===== config.mk =====
export PLATFORM = sky130hd
export DESIGN_NAME = sum_n_down_engine
export DESIGN_NICKNAME = d
export VERILOG_FILES = /design/src/rtl/sum_n_down_engine.sv
export SDC_FILE = /design/constraint.sdc
export NUM_CORES = 1
export LEC_CHECK = 0
export ABC_CLOCK_PERIOD_IN_PS = 5500
export CAP_MARGIN = 20
export CORE_ASPECT_RATIO = 1.5
export CORE_UTILIZATION = 40
export CTS_CLUSTER_SIZE = 25
export DETAILED_ROUTE_END_ITERATION = 6
export HOLD_SLACK_MARGIN = 0.15
export PLACE_DENSITY = 0.7
export SLEW_MARGIN = 20
export SYNTH_ARGS = -nofsm -noshare
export SYNTH_HDL_FRONTEND = slang
export SYNTH_SLANG_ARGS = --single-unit
export TNS_END_PERCENT = 50

===== constraint.sdc =====
create_clock -name clk -period 5.5 [get_ports clk]
set_clock_uncertainty 0.1 [all_clocks]
set_input_delay 0.55 -clock clk [delete_from_list [all_inputs] [get_ports clk]]
set_output_delay 0.55 -clock clk [all_outputs]
set_load 0.05 [all_outputs]

===== src/rtl/sum_n_down_engine.sv =====
`default_nettype none
// ============================================================================
// Module      : sum_n_down_engine
// Description : Loads a term count N and counts down to zero while
//               accumulating a sum. Mode 0 adds N+(N-1)+...+1 from the down
//               counter itself. Mode 1 adds N words taken from a valid/ready
//               stream. Start/busy/done handshake, sticky overflow flag.
// Revision    : 1.0 - initial release
// ============================================================================
module sum_n_down_engine #(
    parameter int CW = 4,
    parameter int DW = 8,
    parameter int SW = 8
) (
    input  logic          clk,
    input  logic          rst_n,
    input  logic          start,
    input  logic [CW-1:0] n,
    input  logic          mode,
    input  logic [DW-1:0] din,
    input  logic          din_valid,
    output logic          din_ready,
    output logic [CW-1:0] count,
    output logic [SW-1:0] sum,
    output logic          busy,
    output logic          done,
    output logic          ovf
);

    localparam logic [1:0] c_idle = 2'd0;
    localparam logic [1:0] c_run  = 2'd1;
    localparam logic [1:0] c_done = 2'd2;

    logic [1:0]    r_state;
    logic [CW-1:0] r_count;
    logic [SW-1:0] r_sum;
    logic          r_ovf;
    logic          r_mode;

    logic [1:0]    w_state_nxt;
    logic [CW-1:0] w_count_nxt;
    logic [SW-1:0] w_sum_nxt;
    logic          w_ovf_nxt;
    logic          w_mode_nxt;

    logic          w_accept;
    logic [SW:0]   w_addend;
    logic [SW:0]   w_add;

    // An add happens every RUN cycle in mode 0, only on a stream handshake in mode 1.
    assign w_accept = (r_state == c_run) && (!r_mode || din_valid);
    assign w_addend = r_mode ? (SW+1)'(din) : (SW+1)'(r_count);
    assign w_add    = {1'b0, r_sum} + w_addend;

    // Next-state and next-datapath values; everything holds unless a transition says otherwise.
    always_comb begin
        w_state_nxt = r_state;
        w_count_nxt = r_count;
        w_sum_nxt   = r_sum;
        w_ovf_nxt   = r_ovf;
        w_mode_nxt  = r_mode;
        case (r_state)
            c_idle: begin
                if (start) begin
                    w_count_nxt = n;
                    w_sum_nxt   = '0;
                    w_ovf_nxt   = 1'b0;
                    w_mode_nxt  = mode;
                    w_state_nxt = (n == '0) ? c_done : c_run;
                end
            end
            c_run: begin
                if (w_accept) begin
                    w_sum_nxt   = w_add[SW-1:0];
                    w_ovf_nxt   = r_ovf | w_add[SW];
                    w_count_nxt = r_count - CW'(1);
                    if (r_count == CW'(1)) begin
                        w_state_nxt = c_done;
                    end
                end
            end
            c_done: begin
                w_state_nxt = c_idle;
            end
            default: begin
                w_state_nxt = c_idle;
            end
        endcase
    end

    // State and datapath registers; reset aborts any operation in flight.
    always_ff @(posedge clk or negedge rst_n) begin
        if (!rst_n) begin
            r_state <= c_idle;
            r_count <= '0;
            r_sum   <= '0;
            r_ovf   <= 1'b0;
            r_mode  <= 1'b0;
        end else begin
            r_state <= w_state_nxt;
            r_count <= w_count_nxt;
            r_sum   <= w_sum_nxt;
            r_ovf   <= w_ovf_nxt;
            r_mode  <= w_mode_nxt;
        end
    end

    assign din_ready = (r_state == c_run) && r_mode;
    assign busy      = (r_state != c_idle);
    assign done      = (r_state == c_done);
    assign count     = r_count;
    assign sum       = r_sum;
    assign ovf       = r_ovf;

endmodule
`default_nettype wire


; ---- Yosys cells after proc, flatten, opt, wreduce, memory -nomap -nowiden
; Index checks and enable logic that the tools add are counted.
[totals]
regBits = 16
out_inout_bits = 16
wordCells = 40
inputBits = 17
[classes]
n_eq_ne = 6
muxes = 15
n_reduce_logical = 11
n_addsub = 2
bitwise_logic = 1
[op_table]
columns = cell, count
row1 = $mux 8, 3
row2 = $pmux 8 s2, 1
row3 = $add 8x8->9, 1
row4 = $mux 2, 4
row5 = $mux 4, 2
row6 = $pmux 4 s2, 1
row7 = $reduce_and 3->1, 2
row8 = $eq 4x1->1 const B, 1
row9 = $logic_not 4->1, 1
row10 = $ne 2x2->1 const B, 2
row11 = $pmux 2 s2, 1
row12 = $reduce_bool 2->1, 2
row13 = $sub 4x1->4 const B, 1
row14 = $eq 2x1->1 const B, 1
row15 = $eq 2x2->1 const B, 1
row16 = $logic_and 1x1->1, 2
row17 = $logic_not 2->1, 1
row18 = $mux 1, 2
row19 = $ne 2x1->1 const B, 1
row20 = $pmux 1 s2, 1
row21 = $reduce_and 2->1, 1
row22 = $logic_not 1->1, 1
row23 = $logic_or 1x1->1, 1
row24 = $or 1x1->1, 1

; ---- Longest topological paths before layout
; Gate-level depths: netlist of run 1.
[logic_depth]
depth_word = 5
depth_mapped = 10
depth_no_buf = 9

; ---- Worst setup path before layout of run 1
; Ideal clock, no wire load.
[synth_timing]
kind = flip-flop to flip-flop
from = register r_count[1] (netlist: count[1])
to = register r_sum[5] (netlist: sum[5])
n_path_buf = 0
required_ps = 5278
t_arrival_ps = 2211
slack_ps = 3067
synth_period_minus_slack_ps = 2433
path_stages_with_launch = 9
setup_ps = 122
path_cell_list = dfrtp_1 inv_1 o21ai_0 ha_1 nand3_1 a21oi_1 o21a_1 or3_1 a32o_1
[synth_via]
elab_chain_cells = 4
[synth_rtl]
columns = item, line
row1 = start: declaration, 35  ; logic [CW-1:0] r_count;
row2 = start signal: assignment, 101  ; r_count <= w_count_nxt;
row3 = $mux 8, 52  ; assign w_addend = r_mode ? (SW+1)'(din) : (SW+1)'(r_count);
row4 = $add 8x8->9, 53  ; assign w_add = {1'b0, r_sum} + w_addend;
row5 = $mux 8, 73  ; if (w_accept) begin
row6 = $pmux 8 s2, 62  ; case (r_state)
row7 = end signal: assignment, 102  ; r_sum <= w_sum_nxt;
row8 = end: declaration, 36  ; logic [SW-1:0] r_sum;
; No other way between the ends. The select of a mux whose other input is x is not followed.
; A chain may end at the register's enable or synchronous reset.

; ---- Worst setup path in the final report of run 1
[layout_timing]
from = register r_state[0]
to = output din_ready
[layout_via]
elab_chain_cells = 2
[layout_rtl]
columns = item, line
row1 = start: declaration, 34  ; logic [1:0] r_state;
row2 = start signal: assignment, 94  ; r_state <= c_idle;
row3 = start signal: assignment, 100  ; r_state <= w_state_nxt;
row4 = $eq 2x1->1, 108  ; assign din_ready = (r_state == c_run) && r_mode;
row5 = $logic_and 1x1->1, 108
row6 = end: declaration, 22  ; output logic din_ready,
; No other way between the ends.

==> results.cfg, run 1 <==
[status]
run_status = complete, no violations

[placement]
pre_cts_setup_slack_ns = 2.750
placement.io_buffers = 32
dp_hpwl_um = 1960
gp_congestion = 0.8254

[floorplanning]
die_height_um = 66.30
ioPinCount = 33
placeableCoreArea_um2 = 2648
fp.dieArea_um2 = 2974
initial_core_util = 0.4164
chip_width_um = 44.86
floorplan.rows = 23

[logic_synthesis]
synth_cell_types = 35
synth.yosys.seq_area_share = 0.3632
ys_ff_latch = 16
ys.warnings.count = 0
dominantRegCellSynth = dfrtp_1
post_synth_instance_area_um2 = 1102
synth.most_common_cell = dfrtp_1
post_synthesis_net_count = 149
post_synth_inst_count = 121
synth_area_leader_cell = dfrtp_1
synth-edff-count = 0
async_reset_ff_frac = 1.000
synthDominantCellAreaShare = 0.3632
post_synthesis_mean_instance_area_um2 = 9.110
netlist_top_cells_area = dfrtp_1 (36%), ha_1 (11%), nor2_1 (4.8%)
ys_top_cells_by_count = dfrtp_1 (16), nor2_1 (14), a21oi_1 (10), ha_1 (10), nand2_1 (9)

[routing]
initialDrtViolationCount = 25
route.detailed.drc = 0
drtPass1Iterations = 4
routed_wirelength_normalized_by_instance_count_um = 14.13
dr_total_vias = 989
routed_wirelength_um = 2656
route.antenna.remaining_nets = 0
vias_per_cell = 5.261

[hold_path]
holdCritPathClass = flip-flop to flip-flop
min_delay_path_depth = 1

[critical_path]
worstPathRequired_ns = 4.85
timing.reg2reg.setup_slack_ns = 2.98
critPathCaptureType = output port
crit_arrival_ns = 1.99
timing_worst_setup_path_type = flip-flop to output port
worst_setup_path_start_kind = flip-flop
timing.reg2reg.worst_path_depth = 7
crit_path_max_fanout = 12

[layout]
ff_latch_area_um2 = 400.4
num_antenna_cells = 0
fin_nets = 181
multiInputGateArea_um2 = 661.9
drive_gt1_frac = 0.05960
area_delta_synth_final_pct = 35.07
layout.core_utilization = 0.5624
num-fill-cells = 268

[clock_network]
post_cts.resized_instances = 0
clock_tree_from_tritoncts = yes
clk_pin_slew_ns = 0.06
tritoncts.num_buffers = 3
cts.htree.levels = 1
cts_num_sinks = 16
cell_chosen_for_the_clock_root = clkbuf_8
insertion_delay_ns = 0.25
cts_buffer_depth = 2
cts_post_setup_buffers_inserted = 0
post_cts_hold_buffer_count = 0

[sta]
final_worst_hold_slack_ns = 0.4058
hold_violations = 0
setup-violations-final = 0
max-slew-margin-rel = 0.4826
final_min_period_over_clock_period = 0.4795
unrepaired_setup_endpoints_after_global_routing = false
timing_max_transition_violations_final = 0
finalWorstPathRequiredPeriod_ns = 2.637
max_clock_freq_mhz = 379.2
worstMarginPinSlew_ns = 0.7737
finalWorstSetupSlack_ns = 2.863
fin_setup_tns_ns = 0

[grt]
grt_start_max_net_pins = 21
grt_use_total = 0.1952
wire_length_of_the_first_global_routing_pass_um = 4250
antenna_found_initial = 0
first_global_vias = 985
grt_remaining_overflow = 0

[run]
drv_cap = 0

[power_and_ir_drop]
power_per_cell_area_nw_per_um2 = 727.7
peakVddDrop_mv = 0.3193
power.static_leakage_nw = 0.6463
[registers in the layout, summed over array words and instances (netlist names)]
| signal | flops |
|---|---|
| count | 4 |
| r_state | 2 |
| ovf | 1 |
| sum | 8 |
| r_mode | 1 |
[area by class of cell]
class,count,share of cell area
multi-input cells,95,0.4445
flip-flops and latches,16,0.2689
repair buffers,32,0.2151
well taps,37,0.03109
clock buffers,3,0.02773
inverters,5,0.01261
[power by group]
| part | internal [mW] | switching [mW] | total, mW |
|---|---|---|---|
| Sequential | 0.176 | 0.0721 | 0.248 |
| Combinational | 0.302 | 0.444 | 0.746 |
| Clock | 0.0486 | 0.0407 | 0.0893 |
| Total | 0.527 | 0.557 | 1.08 |
[cells by family (layout without fill, tap and decap cells)]
kind of cell,count (synthesis),in the layout,synth area share
AOI/OAI and AO/OA,35,35,0.2225
xor gates and xnor gates,4,4,0.03179
adders and majority gates,11,11,0.1317
buffers and inverters,10,40,0.03632
DFF,16,16,0.3632
muxes,3,3,0.03064
and+or+nand+nor,42,42,0.1839
[cell usage in the layout (no fill, tap or decap), types with 2 or more instances in the layout]
cell type	n
nor2b_1	3
a21oi_1	10
nor3_1	2
clkbuf_8	3
dfrtp_1	16
o21ai_0	5
nor2_1	14
xnor2_1	3
nand3_1	4
and2_1	5
a22o_1	5
ha_1	10
o21a_1	3
nand2_1	9
clkdlybuf4s50_1	32
mux2_2	3
o21bai_1	2
inv_1	5
[worst max-delay path, stage by stage, from the launching register on]
cell	delay (ns)
dfrtp_1	0.54
nor2b_1	0.26
and2_1	0.15
clkdlybuf4s50_1	0.79
[final timing paths]
| path | startpoint | end |
|---|---|---|
| max reg2reg | r_mode$_DFFE_PN0P_ | sum[5]$_DFFE_PN0P_ |
| min reg2reg | ovf$_DFFE_PN0P_ | ovf$_DFFE_PN0P_ |
| min | ovf$_DFFE_PN0P_ | ovf$_DFFE_PN0P_ |
| max | r_state[0]$_DFFE_PN0P_ | din_ready |
| min in group asynchronous | rst_n | count[2]$_DFFE_PN0P_ |
| max in group asynchronous | rst_n | sum[7]$_DFFE_PN0P_ |
[stage by stage]
stage               total power, mW  cells  instance area [µm²]
floorplan                    0.7928    121                 1102
global placement             0.9754    185                 1448
detailed placement           0.9908    185                 1448
CTS                           1.086    188                 1489
global route                  1.160    188                 1489
finish                        1.083    188                 1489
[routing by layer]
metal | global-route usage | up-vias | part of all wire
met1 | 0.2326 | 469 | 0.44
li1 | - | 492 | -
met5 | 0 | - | 0
met4 | 0.1023 | 0 | 0.019
met2 | 0.3327 | 23 | 0.51
met3 | 0.02186 | 5 | 0.035
Note: power is estimated with default switching activity, not from simulation.
==> run 2: changes to the inputs <==
--- a/config.mk
+++ b/config.mk
@@ -5,14 +5,14 @@
 export SDC_FILE = /design/constraint.sdc
 export NUM_CORES = 1
 export LEC_CHECK = 0
-export ABC_CLOCK_PERIOD_IN_PS = 5500
+export ABC_CLOCK_PERIOD_IN_PS = 2250
 export CAP_MARGIN = 20
 export CORE_ASPECT_RATIO = 1.5
 export CORE_UTILIZATION = 40
 export CTS_CLUSTER_SIZE = 25
 export DETAILED_ROUTE_END_ITERATION = 6
 export HOLD_SLACK_MARGIN = 0.15
-export PLACE_DENSITY = 0.7
+export PLACE_DENSITY = 0.72
 export SLEW_MARGIN = 20
 export SYNTH_ARGS = -nofsm -noshare
 export SYNTH_HDL_FRONTEND = slang
==> constraint.sdc (replaced) <==
create_clock -name clk -period 2.25 [get_ports clk]
set_clock_uncertainty 0.1 [all_clocks]
set_input_delay 0.225 -clock clk [delete_from_list [all_inputs] [get_ports clk]]
set_output_delay 0.225 -clock clk [all_outputs]
set_load 0.05 [all_outputs]
==> results.cfg, run 2 (synthesized netlist as in run 1, its figures left out) <==
[routing]
routed_wirelength_um = 2767
routed_wirelength_normalized_by_instance_count_um = 14.12
route.antenna.remaining_nets = 0
initialDrtViolationCount = 20
dr_total_vias = 1032
drtPass1Iterations = 4
vias_per_cell = 5.265
route.detailed.drc = 0

[sta]
fin_setup_tns_ns = 0
timing_max_transition_violations_final = 0
max_clock_freq_mhz = 447.5
worstMarginPinSlew_ns = 0.6257
setup-violations-final = 0
unrepaired_setup_endpoints_after_global_routing = true
max-slew-margin-rel = 0.5829
final_worst_hold_slack_ns = 0.1997
finalWorstPathRequiredPeriod_ns = 2.235
final_min_period_over_clock_period = 0.9932
hold_violations = 0

[clock_network]
cell_chosen_for_the_clock_root = clkbuf_8
clk_pin_slew_ns = 0.07
cts_num_sinks = 16
cts_buffer_depth = 2
insertion_delay_ns = 0.25
clock_tree_from_tritoncts = yes
tritoncts.num_buffers = 3
cts.htree.levels = 1
post_cts_hold_buffer_count = 0

[floorplanning]
placeableCoreArea_um2 = 2648
die_height_um = 66.30
ioPinCount = 33
fp.dieArea_um2 = 2974
floorplan.rows = 23
chip_width_um = 44.86
initial_core_util = 0.4164

[critical_path]
path_cells = mux2_4 -> ha_4 -> a21oi_4 -> a21oi_2 -> o21a_1 -> or3_1 -> a32o_1
critical_path.max_stage_delay_ns = 0.47
critPathTopFamily = compound AO/OA/AOI/OAI gates
critical_path.n_buffers_inverters = 0
critPathSlowestCell = dfrtp_2
crit_path_max_fanout = 8
worst_setup_path_start_kind = flip-flop
critPathCaptureType = flip-flop
timing_worst_setup_path_type = flip-flop to flip-flop
crit_arrival_ns = 2.27
worstPathRequired_ns = 2.28

[grt]
antenna_found_initial = 0
grt_use_total = 0.2068
first_global_vias = 992
grt_start_max_net_pins = 21
grt_remaining_overflow = 0
wire_length_of_the_first_global_routing_pass_um = 4450

[layout]
num-fill-cells = 246
fin_nets = 188
multiInputGateArea_um2 = 699.4
max_ffs_per_register = 8
drive_gt1_frac = 0.1572
most-common-layout-cells = clkdlybuf4s50_1 (31), nor2_1 (14), dfrtp_1 (13), nand2_1 (9), ha_1 (9)
final_common_cell = clkdlybuf4s50_1
num_antenna_cells = 0
layout.core_utilization = 0.5983
ff_latch_area_um2 = 404.1
area_delta_synth_final_pct = 43.70

[status]
run_status = complete, no violations

[placement]
gp_congestion = 0.8470
dp_hpwl_um = 2069
placement.io_buffers = 32

[run]
drv_cap = 0

[hold_path]
holdCritPathClass = input port to asynchronous set/reset pin
run 2: cell count changes in the layout (fill, tap and decap cells not counted), moves of 2 or more:
cell | before | now
buf_4 | 0 | 8
a21oi_1 | 10 | 7
dfrtp_2 | 0 | 3
dfrtp_1 | 16 | 13
a21oi_2 | 1 | 3
run 2: layer usage:
metal / share of wire / wire length (µm) / global-route usage / up-vias
met3: 0.030 / 84 / 0.03279 / 5
li1: - / - / - / 510
met1: 0.43 / 1196 / 0.2393 / 487
met2: 0.52 / 1441 / 0.3658 / 30
met5: 0 / 0 / 0 / -
met4: 0.016 / 44 / 0.08333 / 0
run 2: area by class of cell:
type / count / share of cell area
multi-input combinational: 95 / 0.4415
clock buffer: 4 / 0.02844
inverter: 5 / 0.01185
tap: 37 / 0.02923
timing repair buffer: 39 / 0.2338
sequential: 16 / 0.2551
run 2: repair_timing:
item / CTS / global route
setup buffers: 0 / 0
hold endpoints to repair: 0 / 0
gates resized for setup: 4 / 3
setup endpoints to repair: 2 / 5
pin swaps: 0 / 1
run 2: worst reg2reg max path: stages (launching register included):
cell and delay (ns):
dfrtp_2 0.47, mux2_4 0.34, ha_4 0.25, a21oi_4 0.14
a21oi_2 0.08, o21a_1 0.18, or3_1 0.31, a32o_1 0.25
run 2: final timing paths:
| check | end | cells after the start | slack [ns] | from |
|---|---|---|---|---|
| worst max-delay path | sum[5]$_DFFE_PN0P_ | 7 | 0.02 | r_mode$_DFFE_PN0P_ |
| worst min-delay path | count[3]$_DFFE_PN0P_ | 2 | 0.20 | rst_n |
| worst max register to register | sum[5]$_DFFE_PN0P_ | 7 | 0.02 | r_mode$_DFFE_PN0P_ |
| worst min register to register | ovf$_DFFE_PN0P_ | 1 | 0.40 | ovf$_DFFE_PN0P_ |
| max in group asynchronous | r_mode$_DFFE_PN0P_ | 2 | 1.64 | rst_n |
| min in group clk | ovf$_DFFE_PN0P_ | 1 | 0.40 | ovf$_DFFE_PN0P_ |
run 2: per-stage QoR:
stage          instances  instance area [µm²]  setup WS [ns]
2_1_floorplan        121                 1117      -0.001605
3_3_place_gp         192                 1513       -0.08842
3_5_place_dp         192                 1513        -0.1272
4_1_cts              196                 1574        0.02366
5_1_grt              196                 1584       -0.03960
6_report             196                 1584        0.01537
Power of run 2 is not shown: default switching activity piles up to over one toggle a cycle in this logic, so the estimate is an artifact.
==> edit (config.mk and constraints of run 2) <==
`r_sum` no longer has a reset.
--- a/src/rtl/sum_n_down_engine.sv
+++ b/src/rtl/sum_n_down_engine.sv
@@ -94,5 +94,4 @@
             r_state <= c_idle;
             r_count <= '0;
-            r_sum   <= '0;
             r_ovf   <= 1'b0;
             r_mode  <= 1'b0;
@@ -100,8 +99,11 @@
             r_state <= w_state_nxt;
             r_count <= w_count_nxt;
-            r_sum   <= w_sum_nxt;
             r_ovf   <= w_ovf_nxt;
             r_mode  <= w_mode_nxt;
         end
+    end
+
+    always_ff @(posedge clk) begin
+        r_sum <= w_sum_nxt;
     end
 
Behaviour: differs if rst_n is asserted again (counterexample within 4 cycles, from zero or initial values and one cycle with rst_n low); with rst_n held inactive, the same outputs for 10 cycles.
==> edit against run 2 <==
The run now ends with negative setup slack left; die area rose by 8.2%; sequential cell count did not move; final cell count rose by 5.1%; setup slack got worse by 0.074 ns; wire length rose by 10%; count of clock-buffer cells in the layout did not move; final area rose by 12%; utilization rose by 4.4 points; synthesized area rose by 8.5%; via count rose by 8.0%; critical endpoint is now sum[7]$_SDFFCE_PN0P_; largest cell class unchanged.
Power is not shown: default switching activity piles up to over one toggle a cycle in this logic, so the estimate is an artifact.
==> edit: results (changes against run 2) <==
dpl cell area 1640 um2 (+8.4%); WP data arrival 2.22 ns (-0.05 ns); Synth area leaders edfxtp_1 (20%), dfrtp_1 (17%), ha_1 (10%); Slew Limit Headroom 0.662 (+0.0792); sequential fraction of the synthesis area 0.368 (+0.00498); vias per cell 5.41 (+2.8%); EDFF count, synth 8 (+8); HPWL after DPL 2280 um (+10%); # setup viols final 3 (+3); CP top delay family compound AO/OA/AOI/OAI gates; first-pass GRT wire length 4950 um (+11%); Setup WS post-layout -0.0585 ns (-0.0739 ns); layout cell share with drive strength beyond 1 0.249 (+0.0913); non-filler cells, final 206 (+5.1%); grt met1 use 0.260 (+0.0208); mux contribution to synthesized area 0.0366 (+0.00596); ys flop type edfxtp_1; XOR/XNOR Fraction of Synth Area 0.0220 (-0.00982); violated checks negative setup slack; status finished, violations left; Synth top cells by count ha_1 (10), nor2_1 (10); Yosys cell types 42 (+20%); Compound-Gate Fraction of Synth Area 0.188 (-0.0342); Avg Cell Area, Syn 9.65 um2 (+5.9%); Global Route Usage Sum 0.218 (+0.0111); Post-Syn Nets 152 (+2.0%); Synth Area in Adders 0.121 (-0.0103); clock buffer depth 2 (unchanged); largest net degree at the start of global routing 18 (-14%); CTS H-Tree Depth 1 (unchanged); met3 usage 0.0260 (-0.00675); routability cong. 0.870 (+2.7%); vias in the first global route 1,104 (+11%); Sum Neg Setup Slack -0.0949 ns (-0.0949 ns); M2 GR Usage 0.373 (+0.00746); per-cell routed wire length 14.8 um (+4.8%); post-placement cell count 199 (+3.6%)
-- edit: cell count changes in the layout (fill, tap and decap cells not counted), sizes merged, moves of 3 or more --
cell / before / now
a21o: 0 / 3
a21oi: 11 / 8
a22o: 5 / 1
and2: 5 / 8
buf: 8 / 15
dfrtp: 16 / 8
edfxtp: 0 / 8
nor2: 14 / 10
o21a: 3 / 0
o21ai: 5 / 11
-- edit: logic make-up after synthesis --
logic type / count (synthesis)
xor+xnor: 3
buf+inv: 10
mux: 4
compound gates: 33
fa+ha+maj: 11
simple gates: 47
flops: 16
-- edit: stage by stage --
step                      setup WS [ns]  hold slack [ns]
after floorplan                 -0.0197           -0.171
after global placement           -0.152            0.389
after detailed placement         -0.174            0.426
after CTS                      -0.00184            0.167
after global routing             -0.114            0.179
final                           -0.0585            0.153
-- edit: layer usage --
metal / vias to the layer above / part of all wire / wire [um]
met5: - / 0 / 0
met4: 0 / 0.026 / 78
met3: 7 / 0.025 / 76
met2: 30 / 0.54 / 1630
met1: 538 / 0.41 / 1260
li1: 540 / - / -
-- edit: layout make-up --
type,count,area (um2),area share
multi-input combinational,98,786,0.443
timing repair buffer,46,423,0.238
sequential,16,447,0.252
clock buffer,4,55.1,0.0310
inverter,5,18.8,0.0106
tap,37,46.3,0.0261
-- edit: final timing paths --
path,from,end,slack (ns),cells after the start
setup / recovery,r_mode$_DFFE_PN0P_,sum[7]$_SDFFCE_PN0P_,-0.06,7
hold / removal,rst_n,count[0]$_DFFE_PN0P_,0.15,1
setup reg to reg,r_mode$_DFFE_PN0P_,sum[7]$_SDFFCE_PN0P_,-0.06,7
hold reg to reg,ovf$_DFFE_PN0P_,ovf$_DFFE_PN0P_,0.44,1
max in group asynchronous,rst_n,r_mode$_DFFE_PN0P_,1.60,1
min in group clk,ovf$_DFFE_PN0P_,ovf$_DFFE_PN0P_,0.44,1
-- edit: what timing repair did --
| item | in CTS | in global routing |
|---|---|---|
| gates cloned | 0 | 0 |
| endpoints found under the setup margin | 4 | 5 |
| gates resized for setup | 6 | 6 |
| setup buffers | 0 | 3 |
| pin swaps | 3 | 7 |
